==> src/rtl/vga_sync_porch_if.sv <==
`default_nettype none
// ============================================================================
//  Module      : vga_sync_porch_if
//  Description : Bundles the pixel stream of vga_sync_porch. The upstream
//                side carries active-region HSync/VSync and RGB video. The
//                downstream side carries active-low VGA syncs, blanked video,
//                recovered counts, lock and sticky timing-error status.
//                  slave  : the porch block (reads i_*, drives o_*)
//                  master : the pixel source / board side (drives i_*)
//  Revision    : 1.0  initial release
// ============================================================================
interface vga_sync_porch_if #(
  parameter int VIDEO_WIDTH = 3,
  parameter int TOTAL_COLS  = 800,
  parameter int TOTAL_ROWS  = 525
);
  logic                          i_HSync;
  logic                          i_VSync;
  logic [VIDEO_WIDTH-1:0]        i_Red_Video;
  logic [VIDEO_WIDTH-1:0]        i_Grn_Video;
  logic [VIDEO_WIDTH-1:0]        i_Blu_Video;
  logic                          o_HSync;
  logic                          o_VSync;
  logic [VIDEO_WIDTH-1:0]        o_Red_Video;
  logic [VIDEO_WIDTH-1:0]        o_Grn_Video;
  logic [VIDEO_WIDTH-1:0]        o_Blu_Video;
  logic [$clog2(TOTAL_COLS)-1:0] o_Col_Count;
  logic [$clog2(TOTAL_ROWS)-1:0] o_Row_Count;
  logic                          o_Locked;
  logic                          o_Sync_Err;

  modport slave (
    input  i_HSync, i_VSync, i_Red_Video, i_Grn_Video, i_Blu_Video,
    output o_HSync, o_VSync, o_Red_Video, o_Grn_Video, o_Blu_Video,
           o_Col_Count, o_Row_Count, o_Locked, o_Sync_Err
  );

  modport master (
    output i_HSync, i_VSync, i_Red_Video, i_Grn_Video, i_Blu_Video,
    input  o_HSync, o_VSync, o_Red_Video, o_Grn_Video, o_Blu_Video,
           o_Col_Count, o_Row_Count, o_Locked, o_Sync_Err
  );
endinterface
`default_nettype wire

==> src/rtl/vga_sync_porch.sv <==
`default_nettype none
// ============================================================================
//  Module      : vga_sync_porch
//  Description : Converts the active-region HSync/VSync of the upstream sync
//                generator into standard active-low VGA sync pulses placed
//                after the front porches, and blanks video outside the
//                visible area. Column/row counts are recovered from the
//                VSync rising edge. Two-stage pipeline: inputs -> outputs
//                in 2 clocks.
//  Ports       : i_Clk  pixel clock
//                i_Rst  asynchronous active-high reset
//                vga    vga_sync_porch_if.slave
//                       in : i_HSync, i_VSync, i_{Red,Grn,Blu}_Video
//                       out: o_HSync, o_VSync (active low),
//                            o_{Red,Grn,Blu}_Video (blanked),
//                            o_Col_Count, o_Row_Count, o_Locked, o_Sync_Err
//  Options     : VGA_SYNC_PORCH_ERR_CHECK_EN - when defined, o_Sync_Err
//                flags a frame start that arrives while locked and not at
//                the last pixel of the frame (sticky until reset). When
//                undefined, o_Sync_Err is tied low.
//  Revision    : 1.0  initial release
// ============================================================================
module vga_sync_porch #(
  parameter int VIDEO_WIDTH   = 3,
  parameter int TOTAL_COLS    = 800,
  parameter int TOTAL_ROWS    = 525,
  parameter int ACTIVE_COLS   = 640,
  parameter int ACTIVE_ROWS   = 480,
  parameter int H_FRONT_PORCH = 18,
  parameter int H_BACK_PORCH  = 50,
  parameter int V_FRONT_PORCH = 10,
  parameter int V_BACK_PORCH  = 33
) (
  input  wire logic       i_Clk,
  input  wire logic       i_Rst,
  vga_sync_porch_if.slave vga
);

  localparam int CW = $clog2(TOTAL_COLS);
  localparam int RW = $clog2(TOTAL_ROWS);

  localparam logic [CW-1:0] c_COL_LAST  = CW'(TOTAL_COLS - 1);
  localparam logic [RW-1:0] c_ROW_LAST  = RW'(TOTAL_ROWS - 1);
  localparam logic [CW-1:0] c_ACT_COLS  = CW'(ACTIVE_COLS);
  localparam logic [RW-1:0] c_ACT_ROWS  = RW'(ACTIVE_ROWS);
  localparam logic [CW-1:0] c_HS_START  = CW'(ACTIVE_COLS + H_FRONT_PORCH);
  localparam logic [CW-1:0] c_HS_END    = CW'(TOTAL_COLS - H_BACK_PORCH);
  localparam logic [RW-1:0] c_VS_START  = RW'(ACTIVE_ROWS + V_FRONT_PORCH);
  localparam logic [RW-1:0] c_VS_END    = RW'(TOTAL_ROWS - V_BACK_PORCH);

  // --------------------------------------------------------------------------
  // Stage 1: registered pixel, recovered counts, lock
  // --------------------------------------------------------------------------
  logic                   vs_prev_q;
  logic [VIDEO_WIDTH-1:0] red1_q, grn1_q, blu1_q;
  logic [CW-1:0]          col_q, col_d;
  logic [RW-1:0]          row_q, row_d;
  logic                   seen_q;
  logic                   w_frame_start;

  // Previous-VSync resets high so a VSync already asserted when reset
  // releases is not mistaken for a frame start.
  assign w_frame_start = vga.i_VSync & ~vs_prev_q;

  // Frame start has priority so a mid-frame VSync edge resynchronises at once.
  always_comb begin
    col_d = col_q;
    row_d = row_q;
    if (w_frame_start) begin
      col_d = '0;
      row_d = '0;
    end else if (col_q == c_COL_LAST) begin
      col_d = '0;
      if (row_q == c_ROW_LAST) begin
        row_d = '0;
      end else begin
        row_d = row_q + RW'(1);
      end
    end else begin
      col_d = col_q + CW'(1);
    end
  end

  always_ff @(posedge i_Clk or posedge i_Rst) begin
    if (i_Rst) begin
      vs_prev_q <= 1'b1;
      red1_q    <= '0;
      grn1_q    <= '0;
      blu1_q    <= '0;
      col_q     <= '0;
      row_q     <= '0;
      seen_q    <= 1'b0;
    end else begin
      vs_prev_q <= vga.i_VSync;
      red1_q    <= vga.i_Red_Video;
      grn1_q    <= vga.i_Grn_Video;
      blu1_q    <= vga.i_Blu_Video;
      col_q     <= col_d;
      row_q     <= row_d;
      if (w_frame_start) begin
        seen_q <= 1'b1;
      end
    end
  end

  // --------------------------------------------------------------------------
  // Stage 2: sync placement, blanking, registered outputs
  // --------------------------------------------------------------------------
  logic                   hs_q, hs_d;
  logic                   vs_q, vs_d;
  logic [VIDEO_WIDTH-1:0] red_q, red_d;
  logic [VIDEO_WIDTH-1:0] grn_q, grn_d;
  logic [VIDEO_WIDTH-1:0] blu_q, blu_d;
  logic [CW-1:0]          ocol_q;
  logic [RW-1:0]          orow_q;
  logic                   lock_q;
  logic                   w_visible;

  // Until the first frame start has been seen the counts are meaningless,
  // so syncs are held inactive and video is forced dark.
  always_comb begin
    w_visible = seen_q && (col_q < c_ACT_COLS) && (row_q < c_ACT_ROWS);
    hs_d  = ~(seen_q && (col_q >= c_HS_START) && (col_q < c_HS_END));
    vs_d  = ~(seen_q && (row_q >= c_VS_START) && (row_q < c_VS_END));
    red_d = '0;
    grn_d = '0;
    blu_d = '0;
    if (w_visible) begin
      red_d = red1_q;
      grn_d = grn1_q;
      blu_d = blu1_q;
    end
  end

  always_ff @(posedge i_Clk or posedge i_Rst) begin
    if (i_Rst) begin
      hs_q   <= 1'b1;
      vs_q   <= 1'b1;
      red_q  <= '0;
      grn_q  <= '0;
      blu_q  <= '0;
      ocol_q <= '0;
      orow_q <= '0;
      lock_q <= 1'b0;
    end else begin
      hs_q   <= hs_d;
      vs_q   <= vs_d;
      red_q  <= red_d;
      grn_q  <= grn_d;
      blu_q  <= blu_d;
      ocol_q <= col_q;
      orow_q <= row_q;
      lock_q <= seen_q;
    end
  end

  assign vga.o_HSync     = hs_q;
  assign vga.o_VSync     = vs_q;
  assign vga.o_Red_Video = red_q;
  assign vga.o_Grn_Video = grn_q;
  assign vga.o_Blu_Video = blu_q;
  assign vga.o_Col_Count = ocol_q;
  assign vga.o_Row_Count = orow_q;
  assign vga.o_Locked    = lock_q;

  // --------------------------------------------------------------------------
  // Optional frame-timing check
  // --------------------------------------------------------------------------
`ifdef VGA_SYNC_PORCH_ERR_CHECK_EN
  logic err_q;
  logic w_err_set;

  // A clean frame start lands exactly when stage 1 holds the last pixel.
  assign w_err_set = w_frame_start & lock_q &
                     ~((col_q == c_COL_LAST) && (row_q == c_ROW_LAST));

  always_ff @(posedge i_Clk or posedge i_Rst) begin
    if (i_Rst) begin
      err_q <= 1'b0;
    end else if (w_err_set) begin
      err_q <= 1'b1;
    end
  end

  assign vga.o_Sync_Err = err_q;
`else
  assign vga.o_Sync_Err = 1'b0;
`endif

endmodule
`default_nettype wire

==> src/flat_wrapper.sv <==
// flat-port wrapper written by rule: the top's interface ports become plain ports
module vga_sync_porch_flat 
#(
  parameter int VIDEO_WIDTH   = 3,
  parameter int TOTAL_COLS    = 800,
  parameter int TOTAL_ROWS    = 525,
  parameter int ACTIVE_COLS   = 640,
  parameter int ACTIVE_ROWS   = 480,
  parameter int H_FRONT_PORCH = 18,
  parameter int H_BACK_PORCH  = 50,
  parameter int V_FRONT_PORCH = 10,
  parameter int V_BACK_PORCH  = 33
)
  (i_Clk, i_Rst, vga_i_HSync, vga_i_VSync, vga_i_Red_Video, vga_i_Grn_Video, vga_i_Blu_Video, vga_o_HSync, vga_o_VSync, vga_o_Red_Video, vga_o_Grn_Video, vga_o_Blu_Video, vga_o_Col_Count, vga_o_Row_Count, vga_o_Locked, vga_o_Sync_Err);
  vga_sync_porch_if #(.VIDEO_WIDTH(VIDEO_WIDTH), .TOTAL_COLS(TOTAL_COLS), .TOTAL_ROWS(TOTAL_ROWS)) vga_i ();
  input  wire logic i_Clk;
  input  wire logic i_Rst;
  input wire logic [$bits(vga_i.i_HSync)-1:0] vga_i_HSync;
  input wire logic [$bits(vga_i.i_VSync)-1:0] vga_i_VSync;
  input wire logic [$bits(vga_i.i_Red_Video)-1:0] vga_i_Red_Video;
  input wire logic [$bits(vga_i.i_Grn_Video)-1:0] vga_i_Grn_Video;
  input wire logic [$bits(vga_i.i_Blu_Video)-1:0] vga_i_Blu_Video;
  output wire logic [$bits(vga_i.o_HSync)-1:0] vga_o_HSync;
  output wire logic [$bits(vga_i.o_VSync)-1:0] vga_o_VSync;
  output wire logic [$bits(vga_i.o_Red_Video)-1:0] vga_o_Red_Video;
  output wire logic [$bits(vga_i.o_Grn_Video)-1:0] vga_o_Grn_Video;
  output wire logic [$bits(vga_i.o_Blu_Video)-1:0] vga_o_Blu_Video;
  output wire logic [$bits(vga_i.o_Col_Count)-1:0] vga_o_Col_Count;
  output wire logic [$bits(vga_i.o_Row_Count)-1:0] vga_o_Row_Count;
  output wire logic [$bits(vga_i.o_Locked)-1:0] vga_o_Locked;
  output wire logic [$bits(vga_i.o_Sync_Err)-1:0] vga_o_Sync_Err;
  assign vga_i.i_HSync = vga_i_HSync;
  assign vga_i.i_VSync = vga_i_VSync;
  assign vga_i.i_Red_Video = vga_i_Red_Video;
  assign vga_i.i_Grn_Video = vga_i_Grn_Video;
  assign vga_i.i_Blu_Video = vga_i_Blu_Video;
  assign vga_o_HSync = vga_i.o_HSync;
  assign vga_o_VSync = vga_i.o_VSync;
  assign vga_o_Red_Video = vga_i.o_Red_Video;
  assign vga_o_Grn_Video = vga_i.o_Grn_Video;
  assign vga_o_Blu_Video = vga_i.o_Blu_Video;
  assign vga_o_Col_Count = vga_i.o_Col_Count;
  assign vga_o_Row_Count = vga_i.o_Row_Count;
  assign vga_o_Locked = vga_i.o_Locked;
  assign vga_o_Sync_Err = vga_i.o_Sync_Err;
  vga_sync_porch #(.VIDEO_WIDTH(VIDEO_WIDTH), .TOTAL_COLS(TOTAL_COLS), .TOTAL_ROWS(TOTAL_ROWS), .ACTIVE_COLS(ACTIVE_COLS), .ACTIVE_ROWS(ACTIVE_ROWS), .H_FRONT_PORCH(H_FRONT_PORCH), .H_BACK_PORCH(H_BACK_PORCH), .V_FRONT_PORCH(V_FRONT_PORCH), .V_BACK_PORCH(V_BACK_PORCH)) u_core (.i_Clk(i_Clk), .i_Rst(i_Rst), .vga(vga_i));
endmodule
==> config.mk <==
export PLATFORM = sky130hd
export DESIGN_NAME = vga_sync_porch_flat
export DESIGN_NICKNAME = d
export VERILOG_FILES = /design/src/rtl/vga_sync_porch_if.sv /design/src/rtl/vga_sync_porch.sv /design/src/flat_wrapper.sv
export SDC_FILE = /design/constraint.sdc
export NUM_CORES = 1
export LEC_CHECK = 0
export BUFFER_PORTS_ARGS = -buffer_cell sky130_fd_sc_hd__buf_4
export CAP_MARGIN = 20
export CELL_PAD_IN_SITES_DETAIL_PLACEMENT = 0
export CELL_PAD_IN_SITES_GLOBAL_PLACEMENT = 2
export CORE_ASPECT_RATIO = 1.4
export CORE_MARGIN = 5
export CORE_UTILIZATION = 38
export CTS_BUF_LIST = sky130_fd_sc_hd__clkbuf_8
export DETAILED_ROUTE_END_ITERATION = 16
export PLACE_DENSITY = 0.85
export SLEW_MARGIN = 20
export SYNTH_ARGS = -nofsm -noshare
export SYNTH_HDL_FRONTEND = slang
export SYNTH_SLANG_ARGS = --single-unit
==> constraint.sdc <==
create_clock -name i_Clk -period 1.9 [get_ports i_Clk]
set_input_delay 0.19 -clock i_Clk [delete_from_list [all_inputs] [get_ports i_Clk]]
set_output_delay 0.19 -clock i_Clk [all_outputs]
set_load 0.05 [all_outputs]
## Word-level counts from Yosys, hierarchy flattened

Cells that the tools add are included.

| word-level totals | value |
|---|---|
| register bits | 63 |
| latch bits | 0 |
| memory bits (writable) | 0 |
| memory bits (read-only) | 0 |
| input port bits | 13 |
| output and inout port bits | 33 |
| word-level logic and storage cells | 44 |
| memories kept | 0 |

| operators by class | value |
|---|---|
| add/sub/neg operators | 2 |
| multipliers | 0 |
| div/mod/pow operators | 0 |
| magnitude comparators | 6 |
| equality and inequality tests | 2 |
| shift operators | 0 |
| multiplexer cells | 8 |
| bitwise logic cells | 4 |
| reduce and logical (&&, ||, !) cells | 7 |

Operators with widths:

| kind | number |
|---|---|
| $mux W10 | 5 |
| $add A10 B1 Y10 const B | 2 |
| $eq A10 B10 Y1 const B | 2 |
| $lt A10 B10 Y1 const B | 2 |
| $lt A10 B9 Y1 const B | 2 |
| $ge A10 B10 Y1 const B | 1 |
| $ge A10 B9 Y1 const B | 1 |
| $mux W3 | 3 |
| $logic_and A1 B1 Y1 | 6 |
| $not A1 Y1 | 3 |
| $reduce_bool A2 Y1 | 1 |
| $and A1 B1 Y1 | 1 |

## Longest topological paths before layout

Gate-level depths: netlist (run 1).

| depth | value |
|---|---|
| depth in word-level cells | 4 |
| mapped depth | 7 |
| depth with buffers taken out | 6 |

## Worst setup path after synthesis (run 1)

OpenSTA, ideal clock, no wires.

| timing path | value |
|---|---|
| path kind | register to register |
| start | register u_core.col_q[0] |
| end | register u_core.row_q[9] |
| setup time | 0.103 ns |
| data arrival time | 1.542 ns |
| data required time | 1.797 ns |
| slack | 0.254 ns |
| stages on the path, launching flop included | 7 |
| path buffers | 1 |
| clock period less this slack | 1.646 ns |
| path through | dfrtp_1 -> ha_1 -> and4_1 -> clkbuf_2 -> a31oi_1 -> a22oi_1 -> o41ai_2 |

| between the ends | value |
|---|---|
| cells in the longest elaborated chain, start to end | 2 |

RTL lines:

| item | RTL line | RTL |
|---|---|---|
| start: declaration | vga_sync_porch.sv:56 | `logic [CW-1:0] col_q, col_d;` |
| start signal: assignment | vga_sync_porch.sv:98 | `col_q <= col_d;` |
| $eq A10 B10 Y1 | vga_sync_porch.sv:72 | `end else if (col_q == c_COL_LAST) begin` |
| $reduce_bool A2 Y1 (no line) | - |  |
| end signal: assignment | vga_sync_porch.sv:99 | `row_q <= row_d;` |
| end: declaration | vga_sync_porch.sv:57 | `logic [RW-1:0] row_q, row_d;` |

Every way passes these cells.
A chain may end at the register's enable or synchronous reset.

## Final worst setup path (run 1)

| timing path | value |
|---|---|
| start | register u_core.row_q[0] |
| end | register u_core.row_q[9] |

| between the ends | value |
|---|---|
| cells in the longest elaborated chain, start to end | 4 |
| elaborated cells between the ends (all ways) | 5 |
| those cells by class | add/sub (1); eq/ne (1); mux (3) |

RTL lines:

| item | RTL line | RTL |
|---|---|---|
| $add A10 B1 Y10 or $eq A10 B10 Y1 (tied branches) | vga_sync_porch.sv:77, vga_sync_porch.sv:74 |  |
| $mux W10 * | vga_sync_porch.sv:74 | `if (row_q == c_ROW_LAST) begin` |
| $mux W10 * | vga_sync_porch.sv:72 |  |
| $mux W10 * | vga_sync_porch.sv:69 | `if (w_frame_start) begin` |

Mark *: on every way between the ends. The rest lies on a longest branch, timed or not. The select of a mux whose other input is x is not followed.

==> impl_metrics.py, run 1 <==
metrics = {
    "logic_synthesis": {
        "synth_edf_count": 0,
        "synthFlopType": "dfrtp_1",
        "synth_async_sr_flop_share_pct": 100.0,
        "ys_ff_latch": 63,
        "synthTopCellsByArea": "dfrtp_1 64%, dfstp_2 3.4%, and2_1 3.0%, nand3_1 1.9%, ha_1 1.6%",
        "synth.distinct_cells": 41,
        "yosys_warnings": 0,
        "yosysMostFrequentCell": "dfrtp_1",
        "synth_cells": 176,
        "syn_area_mm2": 0.002328,
        "syn-num-nets": 192,
        "ys_seq_area_share_pct": 67.87,
        "synth_area_per_cell_um2": 13.23,
        "synth.top_cell.area_share_pct": 64.48,
        "synth_largest_area_cell": "dfrtp_1",
        "synth_top_cells_by_count": "60 x dfrtp_1, 11 x and2_1, 9 x nand2_1, 9 x nand3_1, 9 x nor2_1",
    },
    "setup_path": {
        "start_kind": "flip-flop",
        "crit_type": "flip-flop to flip-flop",
        "crit_required_ps": 2120,
        "cp_slowest_cell": "dfrtp_1",
        "crit_arrival_ps": 1900,
        "worstPathCellList": "inv_1 > ha_1 > and4bb_1 > a31oi_4 > nand2_4 > o41ai_2",
        "path_max_fanout": 8,
        "endpoint_kind": "flip-flop",
        "slowest_delay_ps": 420,
    },
    "routing": {
        "drt-initial-drc-count": 154,
        "drc": 0,
        "vias_per_cell": 4.858,
        "num_vias": 1569,
        "ant_nets": 0,
        "wire_per_inst_um": 14.43,
        "wl_um": 4661,
        "firstDrtPassIters": 4,
    },
    "cts": {
        "postCtsSetupBuffers": 0,
        "root_buffer": "clkbuf_8",
        "insertion_delay_ps": 330,
        "cts_buffer_depth": 2,
        "cts.htree.levels": 3,
        "cts_tree": "done",
        "path_clk_slew_ps": 70,
        "numCtsBuffers": 9,
        "cts.sinks": 63,
    },
    "timing": {
        "worst_pin_slew_ps": 506.1,
        "maxSlewViolCount": 0,
        "setup_tns_ps": 0,
        "setup_slack_ps": 216.6,
        "fmax_mhz": 594.0,
        "fin_skew_ps": 7.056,
        "slew_headroom_pct": 66.19,
        "post-route-period-util_pct": 88.60,
        "hold_violations": 0,
        "fin_crit_ps": 1683,
        "finalSetupViolCount": 0,
        "rsz0062_at_grt": "no",
    },
    "floorplan": {
        "die_h_um": 102.6,
        "die_area_mm2": 0.007815,
        "core_region_area_mm2": 0.005904,
        "num_rows": 33,
        "die_x_um": 76.16,
        "ios": 46,
        "start_util_pct": 39.44,
    },
    "global_route": {
        "antenna_found_initial": 0,
        "grt_overflow": 0,
        "grt_pass1_wl_um": 7817,
        "first_global_vias": 1566,
        "groute.usage.overall_pct": 12.93,
        "grt_max_degree": 64,
    },
    "layout": {
        "design_area_mm2": 0.003108,
        "drive_above_1_share_pct": 32.02,
        "fillers": 528,
        "n_antenna_cell": 0,
        "nets": 264,
        "regArea_mm2": 0.001580,
        "syn2layout_area_growth_pct": 33.48,
        "multi_input_area_um2": 699.4,
    },
    "power": {
        "ir_drop_v": 0.0004277,
        "p_leak_nw": 1.424,
        "power_density_mw_per_mm2": 967.5,
    },
    "place": {
        "postPlaceCellArea_mm2": 0.002809,
        "place_hpwl_um": 3122,
        "gp_congestion": 0.7564,
        "io_buffers": 43,
        "dpl_worst_slack_ps": 114.0,
    },
    "worst_hold_path": {
        "hp-class": "flip-flop to flip-flop",
    },
    "flow_run": {
        "max_cap_violations": 0,
    },
    "run_status": {
        "run_status": "finished, final reports clean",
    },
}
==> per-stage QoR <==
| stage | hold WS (ps) | power (mW) | cells | utilization (%) |
|---|---|---|---|---|
| after floorplan | 194.5 | 1.803 | 176 | - |
| after global placement | 288.3 | 1.986 | 296 | 47.57 |
| after detailed placement | 292.6 | 1.994 | 296 | 47.57 |
| after CTS | 444.0 | 3.052 | 323 | 52.53 |
| after global routing | 458.5 | 3.154 | 323 | 52.64 |
| final | 438.0 | 3.007 | 323 | 52.64 |
==> report_power, final <==
group | switching, mW | total [mW] | internal [mW]
Clock | 0.515 | 1.03 | 0.512
Combinational | 0.321 | 0.508 | 0.186
Sequential | 0.0400 | 1.47 | 1.43
==> final timing paths <==
| kind | cells after the start | from | slack, ps | to |
|---|---|---|---|---|
| max | 6 | u_core.row_q[0] | 220 | u_core.row_q[9] |
| min | 1 | u_core.red1_q[1] | 440 | u_core.vga.o_Red_Video[1] |
| max reg2reg | 6 | u_core.row_q[0] | 220 | u_core.row_q[9] |
| min reg2reg | 1 | u_core.red1_q[1] | 440 | u_core.vga.o_Red_Video[1] |
| max in group asynchronous | 4 | i_Rst | 1120 | u_core.vs_prev_q |
| min in group asynchronous | 4 | i_Rst | 490 | u_core.vga.o_Col_Count[7] |
==> flip-flops by register name (all words and copies together), names as in the netlist, 10 cells and up <==
register,cells
u_core.row_q,10
u_core.vga.o_Row_Count,10
u_core.col_q,10
u_core.vga.o_Col_Count,10
==> worst max-delay path: cells and delay by family (launching register included) <==
| family | cells | cell delay [ps] |
|---|---|---|
| flops | 1 | 420 |
| simple gates | 2 | 350 |
| compound gates | 2 | 500 |
| fa+ha+maj | 1 | 200 |
| buf+inv | 1 | 110 |
==> final cells by class <==
class,instances,area share (%)
Tap cell,70,2.818
Clock inverter,6,1.449
Multi-Input combinational cell,102,22.50
Inverter,6,0.7246
Clock buffer,10,4.428
Sequential cell,63,50.85
Timing Repair Buffer,66,17.23
==> timing repair <==
item,in CTS,in global routing
gates resized for setup,0,1
endpoints found under the hold margin,70,0
hold buffers,11,0
setup endpoints to repair,0,1
==> cells by family after synthesis <==
logic type,after synthesis,synth area share [%]
compound gates,27,9.242
buf+inv,11,2.364
flops,63,67.87
other cells,1,0.1610
xor+xnor,7,2.633
fa+ha+maj,3,1.612
simple gates,64,16.12
==> per-layer routing <==
metal  global-route usage [%]  up-vias  routed length (um)  share of wire [%]
met4                    8.479        0                 100                2.1
li1                         -      759                   -                  -
met5                        0        -                   0                  0
met2                    20.98       35                2390                 51
met1                    15.19      767                1967                 42
met3                    3.497        8                 203                4.4
==> cells in the final DEF (no fill, tap or decap), types with 5 or more instances in the layout <==
master / instances
nand3_1: 9
clkbuf_8: 10
buf_4: 54
a21oi_1: 5
o211ai_1: 5
nor2_1: 9
dfrtp_1: 60
inv_1: 5
dlygate4sd3_1: 11
and2_1: 11
nand2_1: 9
No activity file was read; power rests on OpenSTA's default activity.
==> run 2, diff against run 1 <==
--- a/config.mk
+++ b/config.mk
@@ -15,6 +15,7 @@
 export CTS_BUF_LIST = sky130_fd_sc_hd__clkbuf_8
 export DETAILED_ROUTE_END_ITERATION = 16
 export PLACE_DENSITY = 0.85
+export RECOVER_POWER = 100
 export SLEW_MARGIN = 20
 export SYNTH_ARGS = -nofsm -noshare
 export SYNTH_HDL_FRONTEND = slang
==> run 2 against run 1 <==
Clock skew down 0.68 ps. Die area stayed put. Routed wire length down 0.51%. Fmax is 0.96% lower. Non-clock buffer count did not move. Clock power about the same. Largest power group unchanged. Highest routed layer unchanged.
==> impl_metrics.py, run 2 (synthesized netlist as in run 1, its figures left out) <==
metrics = {
    "cts": {
        "root_buffer": "clkbuf_8",
        "path_clk_slew_ps": 60,
        "cts_buffer_depth": 2,
        "cts_tree": "done",
        "postCtsSetupBuffers": 0,
        "cts.htree.levels": 3,
        "numCtsBuffers": 9,
        "insertion_delay_ps": 330,
        "cts.sinks": 63,
    },
    "layout": {
        "syn2layout_area_growth_pct": 26.60,
        "final_cell_mix": "60 x dfrtp_1, 38 x clkbuf_1, 12 x clkbuf_4",
        "design_area_mm2": 0.002948,
        "nets": 264,
        "mostFrequentLayoutCell": "dfrtp_1",
        "drive_above_1_share_pct": 16.60,
        "n_antenna_cell": 0,
    },
    "routing": {
        "firstDrtPassIters": 4,
        "wire_per_inst_um": 14.36,
        "ant_nets": 0,
        "wl_um": 4637,
        "drc": 0,
        "drt-initial-drc-count": 130,
        "num_vias": 1575,
        "vias_per_cell": 4.876,
    },
    "power": {
        "share_seq_of_total_power_pct": 50.2,
        "power_frac_comb_pct": 14.9,
        "p_sw_share_pct": 29.72,
        "ir_drop_v": 0.0004425,
        "power_density_mw_per_mm2": 994.6,
        "clockPowerShare_pct": 35.0,
        "intPower_mw": 2.061,
        "p_leak_nw": 1.259,
        "switching_power_uw": 871.4,
    },
    "place": {
        "place_hpwl_um": 3122,
        "gp_congestion": 0.7564,
        "postPlaceCellArea_mm2": 0.002809,
        "io_buffers": 43,
    },
    "timing": {
        "slew_headroom_pct": 45.57,
        "setup_tns_ps": 0,
        "worst_pin_slew_ps": 816.5,
        "finalSetupViolCount": 0,
        "maxSlewViolCount": 0,
        "rsz0062_at_grt": "no",
        "fin_skew_ps": 6.373,
        "fmax_mhz": 588.3,
        "hold_violations": 0,
        "fin_crit_ps": 1700,
        "post-route-period-util_pct": 89.46,
    },
    "floorplan": {
        "core_region_area_mm2": 0.005904,
        "die_x_um": 76.16,
        "num_rows": 33,
        "ios": 46,
        "start_util_pct": 39.44,
        "die_area_mm2": 0.007815,
        "die_h_um": 102.6,
    },
    "setup_path": {
        "start_kind": "input port",
        "reg2reg_depth": 7,
        "crit_arrival_ps": 1920,
        "cp_slowest_cell": "dlygate4sd3_1",
        "slowest_delay_ps": 520,
        "crit_required_ps": 2120,
        "r2r_slack_ps": 200,
        "worstPathCellList": "dlygate4sd3_1 > clkbuf_4 > nor2b_1 > a31o_1 > nand2_4 > o41ai_2",
        "endpoint_kind": "flip-flop",
        "r2r-start": "u_core.row_q[1]",
        "path_max_fanout": 8,
        "crit_type": "input port to flip-flop",
        "rr_endpoint": "u_core.row_q[2]",
    },
    "worst_hold_path": {
        "hp-class": "flip-flop to flip-flop",
        "hp-start": "u_core.row_q[3]",
        "min_to": "u_core.vga.o_Row_Count[3]",
        "hold_depth": 0,
    },
    "flow_run": {
        "max_cap_violations": 0,
    },
    "global_route": {
        "grt_pass1_wl_um": 7817,
        "grt_overflow": 0,
        "antenna_found_initial": 0,
        "first_global_vias": 1566,
        "grt_max_degree": 64,
        "groute.usage.overall_pct": 12.93,
    },
    "run_status": {
        "run_status": "finished, final reports clean",
    },
}
-- run 2: timing repair --
action / CTS / global route
hold buffers: 11 / 0
hold endpoints to repair: 70 / 0
resized for setup: 0 / 1
setup endpoints to repair: 0 / 1
-- run 2: cell type report --
type | count | area (um2)
multi-input combinational | 102 | 699.4
timing repair buffer | 66 | 375.4
fill | 558 | 2957
clock inverter | 6 | 45.04
tap | 70 | 87.58
inverter | 6 | 22.52
clock buffer | 10 | 137.6
sequential | 63 | 1580
-- run 2: metrics by stage --
step	setup WS, ps	cells	total power [mW]	hold WS, ps	utilization [%]
2_1_floorplan	145.2	176	1.803	194.5	-
3_3_place_gp	106.6	296	1.986	288.3	47.57
3_5_place_dp	114.0	296	1.994	292.6	47.57
4_1_cts	74.56	323	3.052	444.0	52.53
5_1_grt	74.41	323	3.081	458.5	49.93
6_report	200.3	323	2.932	437.6	49.93
-- run 2: routing by layer --
layer / global-route usage [%] / vias to the layer above / routed length [um]
li1: - / 759 / -
met2: 20.98 / 35 / 2299
met3: 3.497 / 8 / 210
met1: 15.19 / 773 / 2002
met4: 8.479 / 0 / 125
met5: 0 / - / 0
-- run 2: power groups by stage --
stage	Sequential [mW]	Combinational [mW]	Clock [mW]
after floorplan	1.66	0.140	0
after global placement	1.50	0.490	0
after detailed placement	1.50	0.497	0
after CTS	1.47	0.517	1.06
after global routing	1.48	0.482	1.12
final	1.47	0.436	1.02
-- run 2: worst max-delay path: cells and delay by family --
kind | cells | cell delay, ps
buf+inv | 2 | 650
compound gates | 2 | 530
simple gates | 2 | 540
-- run 2: how the worst max path moves through the flow --
stage	from	endpoint
3_5_place_dp	u_core.col_q[0]	u_core.row_q[0]
4_1_cts	u_core.col_q[0]	u_core.row_q[0]
3_3_place_gp	u_core.col_q[0]	u_core.row_q[0]
2_1_floorplan	i_Rst	u_core.blu1_q[0]
5_1_grt	u_core.row_q[1]	u_core.row_q[2]
6_report	vga_i_VSync	u_core.row_q[9]
==> run 3, diff against run 2 <==
--- a/config.mk
+++ b/config.mk
@@ -16,6 +16,7 @@
 export DETAILED_ROUTE_END_ITERATION = 16
 export PLACE_DENSITY = 0.85
 export RECOVER_POWER = 100
+export REMOVE_ABC_BUFFERS = 1
 export SLEW_MARGIN = 20
 export SYNTH_ARGS = -nofsm -noshare
 export SYNTH_HDL_FRONTEND = slang
==> run 3 against run 2 <==
Sequential share of layout area grew 0.62 points. Global-route usage up 0.83 points. Cell area shrank 1.1%. Critical path depth unchanged. Non-clock buffer count unchanged. Via count is 0.76% higher. Clock power is essentially flat. Cell count unchanged. Die area is the same. First-iteration DRC count is 13% lower. Clock-buffer cell count decreased by 1. Register-to-register slack about the same. Critical path type unchanged. Critical endpoint is now u_core.row_q[5].
==> impl_metrics.py, run 3 (synthesized netlist as in run 1, its figures left out) <==
metrics = {
    "run_status": {
        "run_status": "finished, final reports clean",
    },
    "global_route": {
        "grt_overflow": 0,
        "grt_pass1_wl_um": 8335,
        "first_global_vias": 1652,
        "grt_max_degree": 64,
        "groute.usage.overall_pct": 13.76,
        "antenna_found_initial": 0,
    },
    "floorplan": {
        "die_x_um": 76.16,
        "core_region_area_mm2": 0.005904,
        "start_util_pct": 39.44,
        "ios": 46,
        "die_area_mm2": 0.007815,
        "num_rows": 33,
        "die_h_um": 102.6,
    },
    "routing": {
        "wire_per_inst_um": 14.86,
        "drt-initial-drc-count": 113,
        "ant_nets": 0,
        "drc": 0,
        "num_vias": 1587,
        "vias_per_cell": 4.913,
        "firstDrtPassIters": 4,
        "wl_um": 4801,
    },
    "timing": {
        "fmax_mhz": 588.3,
        "hold_violations": 0,
        "fin_skew_ps": 7.044,
        "slew_headroom_pct": 45.94,
        "setup_tns_ps": 0,
        "post-route-period-util_pct": 89.47,
        "fin_crit_ps": 1700,
        "maxSlewViolCount": 0,
        "rsz0062_at_grt": "no",
        "worst_pin_slew_ps": 810.9,
        "finalSetupViolCount": 0,
    },
    "cts": {
        "root_buffer": "clkbuf_8",
        "cts.sinks": 63,
        "insertion_delay_ps": 340,
        "postCtsSetupBuffers": 0,
        "cts.htree.levels": 3,
        "path_clk_slew_ps": 70,
        "cts_tree": "done",
        "numCtsBuffers": 9,
        "cts_buffer_depth": 2,
    },
    "setup_path": {
        "slowest_delay_ps": 520,
        "endpoint_kind": "flip-flop",
        "reg2reg_depth": 4,
        "path_max_fanout": 8,
        "endpoint": "u_core.row_q[5]",
        "crit_type": "input port to flip-flop",
        "start_kind": "input port",
        "path_depth": 6,
        "r2r-start": "u_core.col_q[5]",
        "critPathTopFamily": "buffers and inverters",
        "rr_endpoint": "u_core.row_q[5]",
        "r2r_slack_ps": 200,
        "cp-startpoint": "vga_i_VSync",
        "crit_required_ps": 2140,
        "cp.buffers_inverters": 2,
        "crit_arrival_ps": 1940,
        "cp_slowest_cell": "dlygate4sd3_1",
        "worstPathCellList": "dlygate4sd3_1 > clkbuf_1 > nor2b_1 > a31o_1 > nand2_2 > o311ai_1",
    },
    "place": {
        "place_hpwl_um": 3205,
        "io_buffers": 43,
        "gp_congestion": 0.7851,
        "postPlaceCellArea_mm2": 0.002809,
    },
    "layout": {
        "fillers": 585,
        "syn2layout_area_growth_pct": 25.15,
        "mostFrequentLayoutCell": "dfrtp_1",
        "drive_above_1_share_pct": 15.02,
        "final_cell_mix": "60 x dfrtp_1, 41 x clkbuf_1, 11 x dlygate4sd3_1, 11 x clkbuf_4",
        "nets": 264,
        "regArea_mm2": 0.001580,
        "multi_input_area_um2": 686.9,
        "design_area_mm2": 0.002914,
        "n_antenna_cell": 0,
    },
    "power": {
        "ir_drop_v": 0.0003590,
        "p_leak_nw": 1.236,
        "power_density_mw_per_mm2": 993.2,
    },
    "worst_hold_path": {
        "hp-class": "flip-flop to flip-flop",
    },
    "flow_run": {
        "max_cap_violations": 0,
    },
}
## run 3: stage by stage
stage | power, mW | hold WS (ps) | setup slack [ps] | utilization (%) | std cells
2_1_floorplan | 1.790 | 194.5 | 145.2 | - | 171
3_3_place_gp | 1.979 | 288.5 | 119.4 | 47.57 | 296
3_5_place_dp | 1.985 | 290.9 | 94.22 | 47.57 | 296
4_1_cts | 3.023 | 436.9 | 69.37 | 52.36 | 323
5_1_grt | 3.048 | 461.4 | 47.96 | 49.35 | 323
6_report | 2.894 | 432.9 | 200.1 | 49.35 | 323
## run 3: what timing repair did
action | in CTS | in global routing
gates resized for setup | 0 | 1
hold buffers | 11 | 0
endpoints found under the setup margin | 0 | 2
hold endpoints to repair | 70 | 0
## run 3: worst register-to-register path: stages (launching register included)
cell and delay, ps:
dfrtp_1 490, nor4b_4 420, a31o_1 240, nand2_2 140, o311ai_1 300
## run 3: area by class of cell
class                           count  share of cell area (%)
Timing Repair Buffer               66                   12.49
Clock inverter                      7                   1.675
Tap cell                           70                   3.006
Clock buffer                        9                   4.251
Multi-Input combinational cell    102                   23.57
Inverter                            6                  0.7729
Sequential cell                    63                   54.23
## run 3: power by group
group | internal [mW] | switching [mW]
clock network | 0.471 | 0.530
registers | 1.43 | 0.0367
logic | 0.108 | 0.316
total | 2.01 | 0.883
## run 3: metal layers
layer	vias up	routed length, um	global-route usage [%]
li1	764	-	-
met1	766	2132	16.90
met2	45	2267	21.44
met3	12	248	3.584
met4	0	153	9.287
met5	-	0	0
## run 3: how the worst min path moves through the flow
stage | start | to | slack (ps) | cells after the start
2_1_floorplan | vga_i_VSync | u_core.vs_prev_q | 190 | 0
3_3_place_gp | i_Rst | u_core.vga.o_Col_Count[7] | 290 | 3
3_5_place_dp | i_Rst | u_core.vga.o_Blu_Video[2] | 290 | 3
4_1_cts | u_core.row_q[3] | u_core.vga.o_Row_Count[3] | 440 | 0
5_1_grt | u_core.row_q[3] | u_core.vga.o_Row_Count[3] | 460 | 0
6_report | u_core.row_q[3] | u_core.vga.o_Row_Count[3] | 430 | 0
